==> src/rtl/hack_run_pkg.sv <==
// hack_run_pkg: shared encodings for the Hack run-control sequencer.
//   run_state_t : BOOT/HALT/RUN/STEP as seen on o_run_state
//   cmd_op_t    : host command opcodes carried on i_cmd_op
//   NOP_INSN_DEFAULT : C-instruction "comp 0, no dest, no jump"
package hack_run_pkg;

    typedef enum logic [1:0] {
        RS_BOOT = 2'd0,
        RS_HALT = 2'd1,
        RS_RUN  = 2'd2,
        RS_STEP = 2'd3
    } run_state_t;

    typedef enum logic [2:0] {
        OP_NOP       = 3'd0,
        OP_RUN       = 3'd1,
        OP_HALT      = 3'd2,
        OP_STEP      = 3'd3,
        OP_RESET_CPU = 3'd4,
        OP_SET_BRK   = 3'd5,
        OP_CLR_BRK   = 3'd6,
        OP_RSVD      = 3'd7
    } cmd_op_t;

    localparam logic [15:0] NOP_INSN_DEFAULT = 16'hEA80;

endpackage

==> src/rtl/hack_run_ctrl.sv <==
// hack_run_ctrl: run-control sequencer for the Hack CPU (boot reset, run/halt/step, breakpoint).
//   i_clk, i_reset          : clock, asynchronous active-high reset
//   i_cmd_valid/o_cmd_ready : host command handshake; i_cmd_op opcode, i_cmd_data breakpoint address
//   i_pc_in, i_rom_instruction : CPU program counter and ROM word at that address
//   o_cpu_instruction       : ROM word when executing, NOP_INSN otherwise
//   o_cpu_reset, o_cpu_hlt  : CPU control
//   o_run_state, o_brk_hit  : status; o_cycle_count executed-instruction count
//   Macro HACK_RUN_CTRL_CYCLE_CNT_EN enables the cycle counter; otherwise o_cycle_count is 0.
module hack_run_ctrl
    import hack_run_pkg::*;
#(
    parameter int          RESET_CYCLES = 4,
    parameter logic [15:0] NOP_INSN     = NOP_INSN_DEFAULT,
    parameter int          CNT_W        = 32
) (
    input  logic             i_clk,
    input  logic             i_reset,
    input  logic             i_cmd_valid,
    output logic             o_cmd_ready,
    input  logic [2:0]       i_cmd_op,
    input  logic [14:0]      i_cmd_data,
    input  logic [14:0]      i_pc_in,
    input  logic [15:0]      i_rom_instruction,
    output logic [15:0]      o_cpu_instruction,
    output logic             o_cpu_reset,
    output logic             o_cpu_hlt,
    output logic [1:0]       o_run_state,
    output logic             o_brk_hit,
    output logic [CNT_W-1:0] o_cycle_count
);

    localparam int BW = (RESET_CYCLES > 1) ? $clog2(RESET_CYCLES) : 1;

    run_state_t  r_state, w_state_nxt;
    logic [BW-1:0] r_bcnt, w_bcnt_nxt;
    logic        r_brk_en, w_brk_en_nxt;
    logic [14:0] r_brk_addr, w_brk_addr_nxt;
    logic        r_brk_hit, w_brk_hit_nxt;
    logic        r_skip_brk, w_skip_nxt;
    logic        w_accept, w_brk_match, w_exec;
    cmd_op_t     w_op;

    assign w_op        = cmd_op_t'(i_cmd_op);
    assign o_cmd_ready = (r_state == RS_HALT) || (r_state == RS_RUN);
    assign w_accept    = i_cmd_valid && o_cmd_ready;
    // skip_brk lets RUN resume from the very address that stopped it
    assign w_brk_match = r_brk_en && !r_skip_brk && (i_pc_in == r_brk_addr);
    assign w_exec      = ((r_state == RS_RUN) && !w_brk_match) || (r_state == RS_STEP);

    assign o_cpu_instruction = w_exec ? i_rom_instruction : NOP_INSN;
    assign o_cpu_hlt         = !w_exec;
    assign o_cpu_reset       = (r_state == RS_BOOT);
    assign o_run_state       = r_state;
    assign o_brk_hit         = r_brk_hit;

    always_comb begin
        w_state_nxt    = r_state;
        w_bcnt_nxt     = r_bcnt;
        w_brk_en_nxt   = r_brk_en;
        w_brk_addr_nxt = r_brk_addr;
        w_brk_hit_nxt  = r_brk_hit;
        w_skip_nxt     = r_skip_brk;
        case (r_state)
            RS_BOOT: begin
                if (r_bcnt == BW'(RESET_CYCLES - 1)) w_state_nxt = RS_HALT;
                else w_bcnt_nxt = r_bcnt + 1'b1;
            end
            RS_HALT: begin
                if (w_accept) begin
                    case (w_op)
                        OP_RUN: begin
                            w_state_nxt   = RS_RUN;
                            w_skip_nxt    = 1'b1;
                            w_brk_hit_nxt = 1'b0;
                        end
                        OP_STEP: begin
                            w_state_nxt   = RS_STEP;
                            w_brk_hit_nxt = 1'b0;
                        end
                        OP_RESET_CPU: begin
                            w_state_nxt   = RS_BOOT;
                            w_bcnt_nxt    = '0;
                            w_brk_hit_nxt = 1'b0;
                        end
                        default: ;
                    endcase
                end
            end
            RS_RUN: begin
                w_skip_nxt = 1'b0;
                if (w_brk_match) begin
                    w_state_nxt   = RS_HALT;
                    w_brk_hit_nxt = 1'b1;
                end
                // RESET_CPU overrides a simultaneous breakpoint hit
                if (w_accept && w_op == OP_RESET_CPU) begin
                    w_state_nxt   = RS_BOOT;
                    w_bcnt_nxt    = '0;
                    w_brk_hit_nxt = 1'b0;
                end else if (w_accept && w_op == OP_HALT) begin
                    w_state_nxt = RS_HALT;
                end
            end
            default: w_state_nxt = RS_HALT;
        endcase
        if (w_accept && w_op == OP_SET_BRK) begin
            w_brk_addr_nxt = i_cmd_data;
            w_brk_en_nxt   = 1'b1;
        end
        if (w_accept && w_op == OP_CLR_BRK) w_brk_en_nxt = 1'b0;
    end

    always_ff @(posedge i_clk or posedge i_reset) begin
        if (i_reset) begin
            r_state    <= RS_BOOT;
            r_bcnt     <= '0;
            r_brk_en   <= 1'b0;
            r_brk_addr <= '0;
            r_brk_hit  <= 1'b0;
            r_skip_brk <= 1'b0;
        end else begin
            r_state    <= w_state_nxt;
            r_bcnt     <= w_bcnt_nxt;
            r_brk_en   <= w_brk_en_nxt;
            r_brk_addr <= w_brk_addr_nxt;
            r_brk_hit  <= w_brk_hit_nxt;
            r_skip_brk <= w_skip_nxt;
        end
    end

`ifdef HACK_RUN_CTRL_CYCLE_CNT_EN
    logic [CNT_W-1:0] r_cycle_count;
    logic             w_clr_cnt;

    assign w_clr_cnt     = w_accept && (w_op == OP_RESET_CPU);
    assign o_cycle_count = r_cycle_count;

    always_ff @(posedge i_clk or posedge i_reset) begin
        if (i_reset) r_cycle_count <= '0;
        else if (w_clr_cnt) r_cycle_count <= '0;
        else if (w_exec) r_cycle_count <= r_cycle_count + 1'b1;
    end
`else
    assign o_cycle_count = '0;
`endif

endmodule

==> config.mk <==
export PLATFORM = sky130hd
export DESIGN_NAME = hack_run_ctrl
export DESIGN_NICKNAME = d
export VERILOG_FILES = /design/src/rtl/hack_run_pkg.sv /design/src/rtl/hack_run_ctrl.sv
export SDC_FILE = /design/constraint.sdc
export NUM_CORES = 1
export LEC_CHECK = 0
export ABC_AREA = 1
export BUFFER_PORTS_ARGS = -buffer_cell sky130_fd_sc_hd__clkbuf_2
export CAP_MARGIN = 30
export CORE_MARGIN = 4
export CORE_UTILIZATION = 43
export CTS_CLUSTER_DIAMETER = 100
export DETAILED_ROUTE_END_ITERATION = 12
export HOLD_SLACK_MARGIN = 0.15
export PLACE_DENSITY = 0.8
export SLEW_MARGIN = 30
export SYNTH_ARGS = -nofsm -noshare
export SYNTH_HDL_FRONTEND = slang
export SYNTH_SLANG_ARGS = --single-unit
==> constraint.sdc <==
create_clock -name i_clk -period 2.1 [get_ports i_clk]
set_clock_uncertainty 0.2 [all_clocks]
set_input_delay 0.105 -clock i_clk [delete_from_list [all_inputs] [get_ports i_clk]]
set_output_delay 0.105 -clock i_clk [all_outputs]
set_load 0.005 [all_outputs]
Yosys cells after proc, flatten, opt, wreduce, memory -nomap -nowiden
Cells that the tools add are included.
{"block": "op_classes", "n_eq_ne": 21, "n_reduce_logical": 22, "add_sub_neg": 1, "mux": 23}
{"cell": "$mux 2", "n": 9}
{"cell": "$pmux 2 s3", "n": 3}
{"cell": "$mux 16", "n": 1}
{"cell": "$eq 15x15->1", "n": 1}
{"cell": "$eq 3x3->1 const B", "n": 3}
{"cell": "$logic_and 1x1->1", "n": 8}
{"cell": "$mux 1", "n": 8}
{"cell": "$ne 2x1->1 const B", "n": 4}
{"cell": "$reduce_and 4->1", "n": 2}
{"cell": "$eq 2x2->1 const B", "n": 3}
{"cell": "$eq 3x2->1 const B", "n": 2}
{"cell": "$ne 2x2->1 const B", "n": 3}
{"cell": "$reduce_and 5->1", "n": 1}
{"cell": "$ne 4x1->1 const B", "n": 1}
{"cell": "$ne 4x2->1 const B", "n": 1}
{"cell": "$pmux 1 s2", "n": 2}
{"cell": "$reduce_bool 2->1", "n": 2}
{"cell": "$eq 3x1->1 const B", "n": 1}
{"cell": "$logic_not 1->1", "n": 3}
{"cell": "$ne 3x2->1 const B", "n": 1}
{"cell": "$reduce_and 3->1", "n": 1}
{"cell": "$reduce_bool 3->1", "n": 1}
{"cell": "$reduce_or 3->1", "n": 1}
{"cell": "$add 2x1->2 const B", "n": 1}
{"cell": "other kinds (3)", "n": 4}
{"block": "totals", "in_bits": 52, "regBits": 22, "output_inout_bits": 54, "elab_cells": 73}

Depth between registers and ports, before layout
Gate-level depths: netlist of the first run.
{"block": "logic_depth", "word_depth": 7, "depth_mapped": 11}

Worst setup path after synthesis of the first run
OpenSTA, ideal clock, no wires.
{"block": "synth_timing", "path_type": "reg2reg", "startpoint": "reg r_state[0] (netlist: o_run_state[0])", "endpoint": "reg r_brk_addr[3]", "setup_time_ns": 0.125, "required_time_ns": 1.775, "arrival_time_ns": 1.534, "stages_incl_launch_ff": 8, "slack_ns": 0.241, "path_cell_list": "dfrtp_1 -> inv_1 -> ha_1 -> nand2_1 -> nor2_1 -> nand2_1 -> buf_2 -> mux2_2"}
{"block": "synth_via", "elab_chain_len": 4, "word_cells_on_any_way": 5, "cone_classes": "eq/ne: 2; reduce/logical: 3"}
{"element": "start: declaration", "line": "hack_run_ctrl.sv:34", "text": "run_state_t r_state, w_state_nxt;"}
{"element": "start signal: assignment", "line": "hack_run_ctrl.sv:122", "text": "r_state <= w_state_nxt;"}
{"element": "$eq 2x1->1 / $eq 2x2->1 (equally long branches)", "line": "hack_run_ctrl.sv:44", "text": "assign o_cmd_ready = (r_state == RS_HALT) || (r_state == RS_RUN);"}
{"element": "$logic_or 1x1->1 (*)", "line": "hack_run_ctrl.sv:44"}
{"element": "net o_cmd_ready", "line": "hack_run_ctrl.sv:19", "text": "output logic o_cmd_ready,"}
{"element": "$logic_and 1x1->1 (*)", "line": "hack_run_ctrl.sv:45", "text": "assign w_accept = i_cmd_valid && o_cmd_ready;"}
{"element": "$logic_and 1x1->1 (*)", "line": "hack_run_ctrl.sv:106", "text": "if (w_accept && w_op == OP_SET_BRK) begin"}
{"element": "end signal: assignment", "line": "hack_run_ctrl.sv:125", "text": "r_brk_addr <= w_brk_addr_nxt;"}
{"element": "end: declaration", "line": "hack_run_ctrl.sv:37", "text": "logic [14:0] r_brk_addr, w_brk_addr_nxt;"}
Mark *: on every way through the listed nets, which the timed path passes. The rest lies on a longest branch.
A chain may end at the register's enable or synchronous reset.

Final worst setup path of the first run
{"block": "layout_timing", "startpoint": "reg r_state[0] (netlist: o_run_state[0])", "endpoint": "out o_cpu_instruction[11]"}
{"block": "layout_via", "elab_chain_len": 4, "word_cells_on_any_way": 5, "cone_classes": "eq/ne: 2; mux: 1; reduce/logical: 2"}
{"element": "$eq 2x2->1", "line": "hack_run_ctrl.sv:48", "text": "assign w_exec = ((r_state == RS_RUN) && !w_brk_match) || (r_state == RS_STEP);"}
{"element": "$logic_and 1x1->1", "line": "hack_run_ctrl.sv:48"}
{"element": "$logic_or 1x1->1 (*)", "line": "hack_run_ctrl.sv:48"}
{"element": "$mux 16 (*)", "line": "hack_run_ctrl.sv:50", "text": "assign o_cpu_instruction = w_exec ? i_rom_instruction : NOP_INSN;"}
{"element": "end: declaration", "line": "hack_run_ctrl.sv:24", "text": "output logic [15:0] o_cpu_instruction,"}
Mark *: on every way between the ends. The rest lies on a longest branch, timed or not.

==> flow_summary_export.csv, run 1 <==
group,metric,value,unit
outcome,outcome,"finished, final reports clean",
yosys,yosysWarnings,0,
worst_setup_path,cp_top_family,"flip-flops",
floorplanning,core,3770,um^2
power,p_leak,1.48,nW
finish,synthToLayoutAreaGrowth,39.3,%
global_routing,antenna_found_initial,0,
timing,layout_setup_ws,0.0542,ns
placement,place_congestion,0.919,
detailed_routing,drt_iter0_drc,35,
global_routing,grt_use_total,15.8,%
worst_setup_path,cp_max_fo,5,
global_routing,grt_pass1_vias,1614,
cts,cts_buffer_depth,2,
finish,n_antenna_cell,0,
worst_setup_path,cpMaxStageDelayCell,"dfrtp_1",
worst_setup_path,critical_path.endpoint_type,"output pin",
detailed_routing,wl_per_cell,10.1,um
detailed_routing,drt_pass1_iterations,6,
global_routing,gr-total-overflow,0,
worst_setup_path,arrival,1.74,ns
finish,fin_nets,426,
yosys,syn_inst,263,
yosys,ys_seq_area_share,31.7,%
worst_hold_path,hp-class,"in2async",
cts,cts-root-buf,"clkbuf_8",
worst_setup_path,r2r-start,"o_run_state[0]$_DFFE_PP0P_",
detailed_routing,num_vias,1764,
yosys,yosys.area.top_type,"dfrtp_1",
detailed_routing,drc_errors,0,
worst_setup_path,cp_num_buf_inv,3,
worst_setup_path,worstSetupPathType,"reg2out",
timing,holdWs,0.201,ns
floorplanning,start_util,46.0,%
placement,hpwl,3200,um
cts,cts.sinks,22,
global_routing,grt_max_degree,23,
detailed_routing,ant_nets,0,
timing,setup_viol,0,
timing,clock.fmax,0.489,GHz
yosys,avgSynthCellArea,6.59,um^2
worst_setup_path,critPathMaxStageDelay,0.42,ns
detailed_routing,wirelength,4200,um
worst_setup_path,worstSetupStartpointType,"flop",
cts,cts_made_buffers,3,
worst_setup_path,timing.rr.end,"o_run_state[0]$_DFFE_PP0P_",
finish,drive_gt1_share,29.1,%
yosys,synth_area_leaders,"dfrtp_1, buf_4, nand2_1",
yosys,syn_area,1730,um^2
worst_setup_path,path_cells,"inv_1 -> ha_1 -> a21oi_4 -> buf_6 -> or2_2 -> clkbuf_2",
cts,cts.htree.levels,1,
cts,cts_tree,"built",
floorplanning,die_y,71.5,um
floorplanning,rows,22,
global_routing,grt_pass1_wl,6680,um
worst_setup_path,r2r_cells,7,
cts,clk_latency,0.26,ns
yosys,synth_top_area_share,31.7,%
yosys,synth-seq-cells,22,
placement,port_buffers,73,
cts,clkSlewWorstSetupHoldPaths,0.08,ns
yosys,synthDistinctLibCells,23,
power,p_total,2.28,mW
timing,drv_slew,0,
floorplanning,io_pins,106,
detailed_routing,vias_per_cell,4.24,
worst_setup_path,r2r_slack,0.11,ns
timing,post-route-period-util,97.4,%
floorplanning,die-area,5110,um^2
flow_run,maxCapViolCount,0,
power,vdd_drop_max,0.000524,V
worst_setup_path,cp.required,1.79,ns
timing,hold_viol,0,
timing,rsz0062_at_grt,"yes",
timing,period_needed,2.05,ns
finish,final_util,64.1,%
power,p_per_area,946,nW/um^2
finish,fillers,330,
timing,tns,0,ns
floorplanning,fp.dieW,71.5,um
placement,dp_slack,0.132,ns
worst max-delay path by stage:
| stage | start | to | slack [ns] | cells past startpoint |
|---|---|---|---|---|
| after floorplan | o_run_state[0]$_DFFE_PP0P_ | r_brk_addr[3]$_DFFE_PP0P_ | 0.24 | 7 |
| after global placement | o_run_state[1]$_DFFE_PP0P_ | o_run_state[0]$_DFFE_PP0P_ | 0.25 | 11 |
| after detailed placement | o_run_state[1]$_DFFE_PP0P_ | o_run_state[1]$_DFFE_PP0P_ | 0.13 | 11 |
| after CTS | r_brk_addr[3]$_DFFE_PP0P_ | o_cpu_instruction[2] | 0.01 | 10 |
| after global routing | r_brk_addr[3]$_DFFE_PP0P_ | o_cpu_instruction[7] | -0.05 | 11 |
| final | o_run_state[0]$_DFFE_PP0P_ | o_cpu_instruction[11] | 0.05 | 6 |
worst register-to-register path, cell delays in order, from the launching register on:
cell and delay [ns]:
dfrtp_1 0.42, buf_4 0.15, ha_1 0.22, nand4_1 0.10, dlygate4sd3_1 0.56, nand3_1 0.08, nand3_1 0.09, nand2_1 0.06
sequential cells by signal (all words and copies together) (netlist names):
| register | count |
|---|---|
| o_brk_hit | 1 |
| r_brk_addr | 15 |
| r_skip_brk | 1 |
| o_run_state | 2 |
| r_brk_en | 1 |
| r_bcnt | 2 |
cell families (layout without fill, tap and decap cells):
kind of cell,Yosys count,count (layout),synth area share (%)
AOI/OAI and AO/OA,24,25,7.79
and+or+nand+nor,124,124,29.4
buffers and inverters,85,158,25.9
other,1,32,0.216
muxes,2,2,1.30
DFF,22,22,31.7
adders and majority gates,5,5,3.61
Yosys cell counts:
library cell / number
nand3_1: 5
buf_4: 32
or2_2: 6
nand3b_1: 1
nand2_2: 1
a21oi_4: 1
inv_1: 49
nor3_1: 1
dfrtp_1: 22
nand4_1: 2
a21oi_1: 17
a31o_2: 1
buf_6: 1
buf_2: 2
clkbuf_1: 1
nand2_1: 60
mux2_2: 2
o21ai_0: 5
ha_1: 5
nor3_2: 1
conb_1: 1
nor2_1: 45
nor2_2: 2
area by class of cell:
| class | instances | area [um^2] | share of cell area (%) |
|---|---|---|---|
| flip-flops and latches | 22 | 551 | 22.8 |
| multi-input cells | 188 | 878 | 36.4 |
| inverters | 49 | 184 | 7.61 |
| clock inverters | 1 | 30.0 | 1.24 |
| repair buffers | 105 | 672 | 27.8 |
| well taps | 48 | 60.1 | 2.49 |
| clock buffers | 3 | 41.3 | 1.71 |
layout by cell type, fill, tap and decap left out, drive strengths merged, types with 5 or more instances in the layout:
cell type,count
a21oi,19
buf,12
clkbuf,75
conb,32
dfrtp,22
dlygate4sd3,21
ha,5
inv,49
nand2,61
nand3,5
nor2,47
o21ai,5
or2,6
metal layers:
layer	track usage, %	wire (um)	part of all wire [%]
met1	17.8	1630	39
met2	30.2	2220	53
met3	2.10	297	7.1
met4	5.22	55	1.3
met5	0	0	0
repair_timing:
action	in CTS	in global routing
resized for setup	0	9
buffers inserted	2	6
endpoints found under the hold margin	42	0
endpoints found under the setup margin	6	19
hold buffers	21	0
pin swaps	1	7
gates cloned	0	1
where the power goes:
group | switching, mW | internal (mW)
clock network | 0.132 | 0.254
registers | 0.107 | 0.618
logic | 0.644 | 0.529
total | 0.884 | 1.40
through the flow:
step,cells,cell area (um^2)
after detailed placement,382,2030
after global routing,416,2420
after CTS,409,2330
after floorplan,294,1850
final,416,2420
after global placement,382,2030
(Power assumes the default switching activity.)
==> inputs of run 2 (changes only) <==
Settings changed: CELL_PAD_IN_SITES_DETAIL_PLACEMENT from default to 0, CELL_PAD_IN_SITES_GLOBAL_PLACEMENT from default to 1, CORE_UTILIZATION 43 to 28, PLACE_DENSITY 0.8 to default, PLACE_DENSITY_LB_ADDON from default to 0.1.
==> run 2 against run 1 <==
Effect of this change: sequential cell count unchanged; count of clock-buffer cells in the layout unchanged; routed wire length is 2.7% higher; global-route usage fell by 4.4 points; non-clock buffer count grew 1; power is 3.1% higher; critical path type unchanged; largest power group unchanged.
==> flow_summary_export.csv, run 2 (synthesis gave the netlist of run 1 again) <==
group,metric,value,unit
global_routing,grt_max_degree,23,
detailed_routing,ant_nets,0,
power,vdd_drop_max,0.000383,V
global_routing,gr-total-overflow,0,
placement,placedCellCount,413,
finish,final_common_cell,"clkbuf_2",
finish,largest-register,"r_brk_addr",
cts,clkSlewWorstSetupHoldPaths,0.08,ns
finish,drive_gt1_share,31.3,%
worst_setup_path,cp_max_fo,6,
finish,fin_nets,426,
finish,fillers,631,
power,p_sw,0.904,mW
cts,cts_buffer_depth,2,
outcome,outcome,"finished, final reports clean",
placement,hpwl,3450,um
power,power.internal,1.45,mW
detailed_routing,vias_per_cell,3.91,
detailed_routing,drt_pass1_iterations,5,
flow_run,maxCapViolCount,0,
worst_setup_path,critPathCapture,"o_cpu_instruction[14]",
power,seqPwrFrac,30.2,%
worst_setup_path,arrival,1.69,ns
timing,post-route-period-util,95.2,%
timing,hold_viol,0,
cts,cts_tree,"built",
placement,place_congestion,0.761,
global_routing,grt_pass1_vias,1603,
timing,tns,0,ns
worst_setup_path,r2r_slack,0.13,ns
worst_setup_path,critical_path.endpoint_type,"output pin",
floorplanning,rows,28,
detailed_routing,num_vias,1730,
floorplanning,die_y,86.7,um
timing,period_needed,2.00,ns
floorplanning,core,5960,um^2
power,switching_share,38.4,%
global_routing,grt_use_total,11.4,%
power,pwr-share-clk,16.9,%
cts,cts.sinks,22,
floorplanning,die-area,7520,um^2
timing,rsz0062_at_grt,"yes",
power,p_total,2.36,mW
finish,final_cell_mix,"clkbuf_2, nand2_1, inv_1",
floorplanning,start_util,29.1,%
finish,synthToLayoutAreaGrowth,42.6,%
floorplanning,fp.dieW,86.7,um
power,combPwrFrac,52.9,%
timing,layout_setup_ws,0.101,ns
worst_setup_path,worstSetupPathType,"reg2out",
timing,clock.fmax,0.500,GHz
worst_setup_path,critPathLaunch,"o_run_state[0]$_DFFE_PP0P_",
cts,cts.htree.levels,1,
placement,dp_slack,0.240,ns
placement,port_buffers,73,
timing,holdWs,0.194,ns
detailed_routing,drc_errors,0,
timing,drv_slew,0,
worst_setup_path,r2r_cells,7,
cts,cts-root-buf,"clkbuf_8",
finish,largest_reg_flops,15,
worst_hold_path,hp-class,"in2async",
power,p_per_area,953,nW/um^2
detailed_routing,drt_iter0_drc,31,
global_routing,antenna_found_initial,0,
timing,setup_viol,0,
global_routing,grt_pass1_wl,6940,um
worst_setup_path,worstSetupStartpointType,"flop",
worst_setup_path,cp.required,1.79,ns
cts,clk_latency,0.26,ns
detailed_routing,wirelength,4320,um
finish,layout.cells.non_filler,443,
finish,n_antenna_cell,0,
worst_setup_path,r2r-start,"o_run_state[0]$_DFFE_PP0P_",
cts,cts_made_buffers,3,
detailed_routing,wl_per_cell,9.74,um
power,p_leak,1.49,nW
worst_setup_path,timing.rr.end,"r_brk_en$_DFFE_PP0P_",
floorplanning,io_pins,106,
-- run 2: per-stage QoR --
step                      cell area [um^2]  utilization [%]
after global routing                  2470             41.5
after floorplan                       1850                -
final                                 2470             41.5
after detailed placement              2100             35.2
after CTS                             2400             40.4
after global placement                2100             35.2
-- run 2: per-layer routing --
layer | share of wire, % | GRT usage, %
met1 | 42 | 14.4
met2 | 48 | 20.2
met3 | 9.2 | 2.00
met5 | 0 | 0
met4 | 0.90 | 2.97
-- run 2: repair_timing --
item / in CTS / in global routing
pin swaps: 2 / 14
resized for setup: 2 / 17
gates cloned: 1 / 0
hold endpoints to repair: 42 / 0
setup endpoints to repair: 11 / 20
hold buffers: 21 / 0
buffers inserted: 2 / 2
-- run 2: how the worst min path moves through the flow --
stage	startpoint	endpoint	slack [ns]
after detailed placement	i_reset	o_brk_hit$_DFFE_PP0P_	-0.05
final	i_reset	r_brk_addr[10]$_DFFE_PP0P_	0.19
after global placement	i_reset	o_brk_hit$_DFFE_PP0P_	-0.05
after global routing	i_reset	r_brk_addr[10]$_DFFE_PP0P_	0.25
after CTS	i_reset	r_brk_addr[0]$_DFFE_PP0P_	0.21
after floorplan	i_reset	o_brk_hit$_DFFE_PP0P_	-0.11
-- run 2: area by class of cell --
type / count / area (um^2) / area share, %
multi-input cells: 187 / 887 / 35.9
repair buffers: 106 / 686 / 27.7
flip-flops and latches: 22 / 551 / 22.3
inverters: 49 / 184 / 7.44
well taps: 75 / 93.8 / 3.80
clock buffers: 3 / 41.3 / 1.67
clock inverters: 1 / 30.0 / 1.21
-- run 2: power by group through the flow --
| stage | clock network (mW) | registers (mW) | logic [mW] |
|---|---|---|---|
| 3_5_place_dp | 0 | 0.715 | 1.10 |
| 6_report | 0.399 | 0.711 | 1.25 |
| 2_1_floorplan | 0 | 0.709 | 0.786 |
| 4_1_cts | 0.412 | 0.708 | 1.17 |
| 5_1_grt | 0.432 | 0.741 | 1.47 |
| 3_3_place_gp | 0 | 0.711 | 1.09 |
-- run 2: worst max-delay path, stage by stage, from the launching register on --
cell     delay [ns]
dfrtp_1        0.40
inv_1          0.13
ha_1           0.28
a21oi_4        0.10
buf_6          0.13
or2_2          0.27
buf_6          0.12
==> inputs of run 3 (changes only) <==
Settings changed: GPL_TIMING_DRIVEN from default to 0.
==> run 3 against run 2 <==
Effect of this change: global-route usage is 0.96 points higher; die area stayed put; setup slack worse by 0.032 ns; critical path depth is 4 higher; sequential share of layout area is 2.1 points lower; register-to-register slack hardly changed; final cell count is 7.0% higher; non-clock buffer count is 31 higher; combinational power hardly changed; critical endpoint unchanged.
==> flow_summary_export.csv, run 3 (synthesis gave the netlist of run 1 again) <==
group,metric,value,unit
timing,tns,0,ns
floorplanning,core,5960,um^2
global_routing,gr-total-overflow,0,
cts,clkSlewWorstSetupHoldPaths,0.09,ns
placement,port_buffers,73,
detailed_routing,wl_per_cell,9.89,um
global_routing,grt_max_degree,23,
power,pwr-share-clk,17.2,%
detailed_routing,num_vias,1859,
global_routing,grt_pass1_wl,7550,um
timing,hold_viol,0,
detailed_routing,drc_errors,0,
detailed_routing,drt_iter0_drc,39,
power,vdd_drop_max,0.000480,V
worst_setup_path,worstSetupPathType,"reg2out",
finish,drive_gt1_share,36.6,%
finish,final_common_cell,"clkbuf_2",
global_routing,grt_use_total,12.4,%
finish,largest-register,"r_brk_addr",
worst_setup_path,worstSetupStartpointType,"flop",
cts,cts_buffer_depth,2,
power,switching_share,38.5,%
finish,final_cell_mix,"clkbuf_2, nand2_1, inv_1",
finish,fillers,626,
worst_setup_path,critPathMaxStageDelay,0.40,ns
worst_setup_path,critical_path.endpoint_type,"output pin",
timing,period_needed,2.03,ns
cts,cts_made_buffers,3,
finish,n_antenna_cell,0,
timing,setup_viol,0,
cts,cts_tree,"built",
timing,clock.fmax,0.492,GHz
outcome,outcome,"finished, final reports clean",
cts,cts-root-buf,"clkbuf_8",
timing,rsz0062_at_grt,"yes",
floorplanning,fp.dieW,86.7,um
global_routing,antenna_found_initial,0,
power,p_per_area,879,nW/um^2
detailed_routing,vias_per_cell,3.92,
power,seqPwrFrac,29.9,%
floorplanning,die_y,86.7,um
floorplanning,start_util,29.1,%
cts,cts.htree.levels,1,
finish,fin_nets,457,
worst_setup_path,r2r-start,"o_run_state[0]$_DFFE_PP0P_",
cts,clk_latency,0.27,ns
placement,place_congestion,0.712,
power,p_leak,1.67,nW
power,p_sw,0.924,mW
timing,post-route-period-util,96.7,%
finish,design_area,2730,um^2
finish,synthToLayoutAreaGrowth,57.4,%
placement,postPlaceCellArea,2310,um^2
floorplanning,io_pins,106,
timing,drv_slew,0,
detailed_routing,ant_nets,0,
cts,cts.sinks,22,
finish,largest_reg_flops,15,
worst_setup_path,critPathLaunch,"r_brk_addr[3]$_DFFE_PP0P_",
floorplanning,rows,28,
worst_setup_path,cp_max_fo,6,
detailed_routing,wirelength,4690,um
flow_run,maxCapViolCount,0,
detailed_routing,drt_pass1_iterations,4,
worst_setup_path,path_cells,"nor2_1 -> nor2_1 -> nor2_1 -> nand2_1 -> nor2_2 -> nand2_2 -> a21oi_4 -> buf_6 -> or2_4 -> buf_6",
global_routing,grt_pass1_vias,1755,
worst_setup_path,arrival,1.73,ns
worst_setup_path,crit_top_cell,"nor2_1",
placement,hpwl,3560,um
worst_setup_path,cp.required,1.79,ns
floorplanning,die-area,7520,um^2
worst_setup_path,cpMaxStageDelayCell,"dfrtp_1",
power,power.internal,1.48,mW
power,combPwrFrac,52.9,%
worst_hold_path,hp-class,"in2async",
-- run 3: cell count changes in the layout (fill, tap and decap cells not counted), sizes merged --
cell,delta
buf,+32
clkbuf,-1
-- run 3: power groups by stage --
stage / clock network [mW] / logic [mW] / registers [mW]
detailed placement: 0 / 1.08 / 0.727
global placement: 0 / 1.08 / 0.720
finish: 0.414 / 1.27 / 0.718
CTS: 0.428 / 1.15 / 0.719
global route: 0.446 / 1.47 / 0.745
floorplan: 0 / 0.786 / 0.709
-- run 3: critical path, delay by kind of cell (launching register included) --
family	cells	cell delay (ns)
buffers and inverters	2	0.23
and+or+nand+nor	7	0.62
AOI/OAI and AO/OA	1	0.20
DFF	1	0.40
-- run 3: worst paths after layout --
kind	end	slack (ns)	depth (start not counted)
worst min-delay path	o_brk_hit$_DFFE_PP0P_	0.17	3
min in group i_clk	o_cpu_instruction[6]	0.26	4
worst max register to register	o_run_state[1]$_DFFE_PP0P_	0.14	11
worst max-delay path	o_cpu_instruction[14]	0.07	10
worst min register to register	r_bcnt[1]$_DFFE_PP0P_	0.31	2
max in group asynchronous	o_run_state[1]$_DFFE_PP0P_	1.17	3
-- run 3: what timing repair did --
item / in CTS / in global routing
hold buffers: 21 / 0
resized for setup: 3 / 30
pin swaps: 3 / 7
endpoints found under the hold margin: 42 / 0
buffers inserted: 3 / 4
setup endpoints to repair: 9 / 38
cloned: 1 / 0
-- run 3: area by class of cell --
type	count	area [um^2]	area share, %
tap	75	93.8	3.44
buffer	35	260	9.53
multi-input combinational	187	885	32.4
inverter	49	184	6.74
clock inverter	1	30.0	1.10
clock buffer	3	41.3	1.51
sequential	22	552	20.2
timing repair buffer	102	684	25.1
-- run 3: per-stage QoR --
stage / cells / total power [mW] / hold WS, ns / setup slack, ns / utilization [%]
2_1_floorplan: 294 / 1.50 / -0.106 / 0.241 / -
3_3_place_gp: 442 / 1.80 / 0.138 / 0.0194 / 38.8
3_5_place_dp: 442 / 1.81 / 0.136 / 0.0134 / 38.8
4_1_cts: 471 / 2.30 / 0.262 / 0.00493 / 44.1
5_1_grt: 474 / 2.66 / 0.243 / -0.0581 / 45.8
6_report: 474 / 2.40 / 0.175 / 0.0686 / 45.8
-- run 3: per-layer routing --
layer | vias up | share of wire (%) | global-route usage, %
met2 | 75 | 48 | 21.9
li1 | 995 | - | -
met3 | 5 | 9.0 | 2.19
met4 | 0 | 1.3 | 4.82
met1 | 784 | 42 | 14.9
met5 | - | 0 | 0
